==> src/rtl/rx_symbol_sync.sv <==
// rtl/rx_symbol_sync.sv - BPSK symbol timing recovery by per-phase energy accumulation, decimation and hard slicing
// Optional soft-sample output enabled by defining RX_SYMBOL_SYNC_SOFT_OUT_EN.
module rx_symbol_sync #(
  parameter int NB_INPUT   = 8,
  parameter int NBF_INPUT  = 7,
  parameter int OS         = 4,
  parameter int NB_PHASE   = 2,
  parameter int LOG2_N_SYM = 10
) (
  input  logic                clock,
  input  logic                i_reset,
  input  logic                i_enable,
  input  logic [NB_INPUT-1:0] i_data,
  input  logic                i_auto,
  input  logic [NB_PHASE-1:0] i_phase_sel,
  output logic                o_bit,
  output logic                o_valid,
  output logic [NB_PHASE-1:0] o_phase,
`ifdef RX_SYMBOL_SYNC_SOFT_OUT_EN
  output logic [NB_INPUT-1:0] o_soft,
`endif
  output logic                o_locked
);

  localparam int MAG_W = NB_INPUT - 1;
  localparam int ACC_W = NB_INPUT - 1 + LOG2_N_SYM;
  localparam logic [NB_PHASE-1:0] LAST_PHASE = NB_PHASE'(OS - 1);
  localparam logic [NB_INPUT-1:0] MOST_NEG = {1'b1, {(NB_INPUT-1){1'b0}}};

  if (OS != (1 << NB_PHASE) || OS < 2 || NBF_INPUT >= NB_INPUT) begin : g_param_check
    $error("rx_symbol_sync: invalid parameter set");
  end

  typedef enum logic {
    SEARCH = 1'b0,
    TRACK  = 1'b1
  } state_t;

  state_t                  state;
  logic [NB_PHASE-1:0]     cnt;
  logic [LOG2_N_SYM-1:0]   sym_cnt;
  logic [ACC_W-1:0]        acc     [OS];
  logic [ACC_W-1:0]        acc_nxt [OS];
  logic [NB_PHASE-1:0]     best_phase;
  logic [NB_PHASE-1:0]     arg_idx;
  logic [ACC_W-1:0]        arg_val;
  logic [MAG_W-1:0]        mag;
  logic [NB_PHASE-1:0]     sel;
  logic                    win_end;
  logic                    hit;

  // Most negative code has no positive twin; clamp it to full scale.
  always_comb begin
    mag = i_data[NB_INPUT-2:0];
    if (i_data[NB_INPUT-1]) begin
      if (i_data == MOST_NEG) mag = '1;
      else                    mag = MAG_W'(-i_data);
    end
  end

  always_comb begin
    for (int p = 0; p < OS; p++) begin
      acc_nxt[p] = acc[p] + ((cnt == NB_PHASE'(p)) ? ACC_W'(mag) : '0);
    end
  end

  // Strict compare keeps the lowest index on ties.
  always_comb begin
    arg_idx = '0;
    arg_val = acc_nxt[0];
    for (int p = 1; p < OS; p++) begin
      if (acc_nxt[p] > arg_val) begin
        arg_val = acc_nxt[p];
        arg_idx = NB_PHASE'(p);
      end
    end
  end

  assign win_end = (cnt == LAST_PHASE) && (sym_cnt == '1);
  assign sel     = i_auto ? best_phase : i_phase_sel;
  assign hit     = (cnt == sel);

  always_ff @(posedge clock) begin
    if (!i_reset) begin
      state      <= SEARCH;
      cnt        <= '0;
      sym_cnt    <= '0;
      best_phase <= '0;
      for (int p = 0; p < OS; p++) acc[p] <= '0;
      o_bit      <= 1'b0;
      o_valid    <= 1'b0;
      o_phase    <= '0;
      o_locked   <= 1'b0;
`ifdef RX_SYMBOL_SYNC_SOFT_OUT_EN
      o_soft     <= '0;
`endif
    end else if (i_enable) begin
      cnt <= cnt + 1'b1;
      if (cnt == LAST_PHASE) sym_cnt <= sym_cnt + 1'b1;
      for (int p = 0; p < OS; p++) acc[p] <= win_end ? '0 : acc_nxt[p];
      if (win_end) best_phase <= arg_idx;

      case (state)
        SEARCH: begin
          o_locked <= 1'b0;
          if (win_end) begin
            state    <= TRACK;
            o_locked <= 1'b1;
          end
        end
        TRACK:   o_locked <= 1'b1;
        default: state <= SEARCH;
      endcase

      o_phase <= sel;
      o_valid <= hit;
      if (hit) begin
        o_bit <= ~i_data[NB_INPUT-1];
`ifdef RX_SYMBOL_SYNC_SOFT_OUT_EN
        o_soft <= i_data;
`endif
      end
    end else begin
      o_valid <= 1'b0;
    end
  end

endmodule

==> config.mk <==
export PLATFORM = sky130hd
export DESIGN_NAME = rx_symbol_sync
export DESIGN_NICKNAME = d
export VERILOG_FILES = /design/src/rtl/rx_symbol_sync.sv
export SDC_FILE = /design/constraint.sdc
export NUM_CORES = 1
export LEC_CHECK = 0
export ABC_CLOCK_PERIOD_IN_PS = 14000
export CAP_MARGIN = 15
export CORE_ASPECT_RATIO = 1.25
export CORE_MARGIN = 1.5
export CORE_UTILIZATION = 41
export CTS_BUF_LIST = sky130_fd_sc_hd__clkbuf_2 sky130_fd_sc_hd__clkbuf_4 sky130_fd_sc_hd__clkbuf_8
export DETAILED_ROUTE_END_ITERATION = 8
export PLACE_DENSITY_LB_ADDON = 0.08
export SYNTH_ARGS = -nofsm -noshare
export SYNTH_HDL_FRONTEND = slang
export SYNTH_SLANG_ARGS = --single-unit
==> constraint.sdc <==
create_clock -name clock -period 14 [get_ports clock]
set_input_delay 3.5 -clock clock [delete_from_list [all_inputs] [get_ports clock]]
set_output_delay 3.5 -clock clock [all_outputs]
set_load 0.02 [all_outputs]
==> metrics.csv <==
stage;metric;value;unit
cts;cts_sinks;87;
sta;rsz0062_at_grt;false;
logic_synthesis;syn_area_per_cell;9.268;um2
worst_setup_path;path_max_fanout;19;
global_route;grt-ovfl-total;0;
cts;root_buffer;clkbuf_8;
cts;cts_made_buffers;9;
die;io_pins;19;
sta;tightest_slew;0.9711;ns
power;ir_worst_vdd;0.04282;mV
power;seqPwrFrac;36.1;%
run_status;status;finished, final reports clean;
cts;clk-insertion-delay-late;0.40;ns
logic_synthesis;netlist_area;7415;um2
cts;cts_tree;built;
power;p_leak;3.481;nW
worst_setup_path;critPathKind;in2reg;
cts;cts_setup_buffers;0;
cts;cts.path.max_buffers;2;
power;power_switching;0.3367;mW
die;fp-row-count;54;
worst_setup_path;cp_top_family;compound AO/OA/AOI/OAI gates;
cts;cts.repair.resized;0;
logic_synthesis;synth.distinct_cells;73;
logic_synthesis;synth_ff_type;edfxtp_1;
die;core-area;17570;um2
logic_synthesis;synth_xor_area_share;7.914;%
drt;drtIter0Drc;308;
cts;clk_pin_slew_worst_paths;0.10;ns
logic_synthesis;synth_area_leader_cell;edfxtp_1;
worst_hold_path;min_path_type;reg2reg;
logic_synthesis;syn_nets;902;
worst_setup_path;crit_top_cell;ha_1;
die;dieWidth;123.3;um
worst_hold_path;worstHoldStart;o_locked$_SDFFE_PN0P_;
cts;hold_buffers;0;
flow_run;drv_cap;0;
worst_setup_path;critical_path.endpoint_type;flop;
place;gp_congestion;0.8569;
die;fp.dieH;153.4;um
place;hpwl;14.96;mm
worst_setup_path;startpoint;i_data[0];
worst_setup_path;worstPathRequired;14.26;ns
drt;routed_wl;19.35;mm
final_layout;stdcell_area;7995;um2
sta;skew;0.02167;ns
sta;hold_ws;0.4802;ns
place;placed_cell_area;7776;um2
drt;drtAntennaViolNets;0;
logic_synthesis;synthMuxAreaShare;1.367;%
worst_setup_path;crit_path_start_kind;input port;
worst_setup_path;r2r_start;cnt[1]$_SDFFE_PN0P_;
sta;maxSlewViolCount;0;
power;p_per_area;106.7;nW/um2
final_layout;fin_util;45.51;%
global_route;grt_max_degree;69;
drt;post_drt_wl_per_cell;18.66;um
die;dieArea;18910;um2
logic_synthesis;syn_inst;800;
logic_synthesis;synth_top_area_share;27.54;%
final_layout;nNetsFinal;910;
drt;drc;0;
power;combPwrFrac;40.1;%
place;numPortBuffers;18;
logic_synthesis;synthSimpleGateAreaFrac;20.00;%
global_route;grt_pass1_vias;5917;
power;p_total;0.8532;mW
cts;h-tree-depth;3;
sta;slew_headroom;34.58;%
global_route;track_usage;21.39;%
logic_synthesis;ys.warnings.count;0;
final_layout;syn_to_final_growth;7.830;%
global_route;grt_pass1_wl;31.00;mm
sta;period_share;92.14;%
global_route;antenna_found_initial;0;
logic_synthesis;synthTopCellsByArea;edfxtp_1, ha_1, dfxtp_1, xnor2_1, nor2_1;
sta;finalSetupViolations;0;
logic_synthesis;synth-adder-area-share;15.25;%
logic_synthesis;ys_seq_area_share;32.67;%
logic_synthesis;synth_top_family_by_area;simple AND/OR/NAND/NOR gates;
logic_synthesis;synth_seq_cells;87;
power;switching_share;39.46;%
worst_setup_path;arrival;13.16;ns
worst_setup_path;worst-path-buf-inv;2;
die;start_util;42.21;%
drt;dr_total_vias;5989;
final_layout;n_fill_cell;1727;
sta;tns;0;ns
power;clockPowerShare;23.8;%
sta;final-hold-violation-count;0;
worst_setup_path;cpPeakStageDelay;0.73;ns
power;internal_power;0.5165;mW
drt;dr.pass1.iters;5;
drt;vias_per_cell;5.775;
worst_setup_path;crit_slowest_cell;o311a_1;
logic_synthesis;synth-edff-count;68;
final_layout;diodes;0;
sta;fin_crit;12.90;ns
final_layout;drive_above_1_share;6.150;%
sta;fmaxAchievable;77.52;MHz
logic_synthesis;synth-compound-area-share;17.95;%
logic_synthesis;async_flop_share;0;%
==> cell families (layout without fill, tap and decap cells) <==
logic type,count (synthesis),in the layout
AO/OA/AOI/OAI,184,184
adder cells (fa/ha/maj),88,88
AND/OR/NAND/NOR,285,285
multiplexers,10,10
flip-flops,87,87
buffers and inverters,79,92
XOR/XNOR,67,67
==> worst register-to-register path: cells and delay by family, from the launching register on <==
family | cells | cell delay, ns
compound gates | 17 | 4.00
xor+xnor | 1 | 0.19
fa+ha+maj | 6 | 1.79
buf+inv | 3 | 0.44
flops | 1 | 0.45
simple gates | 8 | 1.97
==> sequential cells by signal, indices dropped and copies added, names as in the netlist <==
| name | count |
|---|---|
| o_bit | 1 |
| acc | 68 |
| cnt | 2 |
| sym_cnt | 10 |
| o_phase | 2 |
| o_valid | 1 |
| o_locked | 1 |
| best_phase | 2 |
==> layer usage <==
| layer | share of wire [%] | GRT usage [%] |
|---|---|---|
| met1 | 45 | 27.92 |
| met5 | 0 | 0 |
| met4 | 3.1 | 9.524 |
| met3 | 3.4 | 2.836 |
| met2 | 48 | 34.97 |
==> metrics by stage <==
| stage | setup slack (ns) | std cells |
|---|---|---|
| floorplan | 3.015 | 800 |
| global placement | 1.052 | 1020 |
| detailed placement | 0.8348 | 1021 |
| CTS | 1.227 | 1037 |
| global route | 0.4076 | 1037 |
| finish | 1.100 | 1037 |
==> power by group through the flow <==
stage	Combinational (mW)	Clock (mW)	Sequential (mW)
floorplan	0.260	0	0.312
global placement	0.332	0	0.313
CTS	0.341	0.209	0.308
detailed placement	0.338	0	0.314
finish	0.342	0.203	0.308
global route	0.382	0.218	0.310
==> Yosys cell counts (all sizes together) (5+ instances only) <==
| cell | number |
|---|---|
| a211oi | 5 |
| nand4 | 28 |
| a21boi | 5 |
| o21ai | 26 |
| o221ai | 7 |
| xnor2 | 39 |
| o21bai | 7 |
| ha | 84 |
| dfxtp | 19 |
| a21o | 27 |
| clkbuf | 12 |
| and2 | 30 |
| nor2b | 8 |
| a21oi | 58 |
| nand3 | 29 |
| nor4 | 11 |
| buf | 14 |
| edfxtp | 68 |
| o21a | 8 |
| or3 | 7 |
| nor3 | 14 |
| mux2i | 9 |
| a211o | 5 |
| nand2 | 51 |
| xor2 | 28 |
| and3 | 10 |
| o311ai | 5 |
| nor2 | 78 |
| inv | 53 |
==> cells in the final DEF (no fill, tap or decap), types with 10 or more instances in the layout <==
cell type,n
nand4_1,28
and2_1,30
xor2_1,28
a21o_1,27
inv_1,53
nand2_1,49
nand3_1,28
dfxtp_1,19
edfxtp_1,68
xnor2_1,39
ha_1,84
nor4_1,10
o21ai_0,16
a21oi_1,57
nor2_1,77
nor3_1,14
clkdlybuf4s50_1,18
==> final timing paths <==
| path | to | slack, ns | cells past startpoint |
|---|---|---|---|
| min reg2reg | o_locked$_SDFFE_PN0P_ | 0.48 | 1 |
| max reg2reg | best_phase[1]$_SDFFE_PN0P_ | 5.05 | 35 |
| min | o_locked$_SDFFE_PN0P_ | 0.48 | 1 |
| max | best_phase[1]$_SDFFE_PN0P_ | 1.10 | 37 |
==> area by class of cell <==
cell class                      count  area, um2  share of cell area [%]
Multi-Input combinational cell    634       4644                   58.09
Sequential cell                    87       2422                   30.30
Tap cell                          224      280.3                   3.505
Timing Repair Buffer               23      230.2                   2.880
Inverter                           53      198.9                   2.488
Clock buffer                        9      123.9                   1.549
Clock inverter                      7      95.09                   1.189
Note: power is estimated with default switching activity, not from simulation.
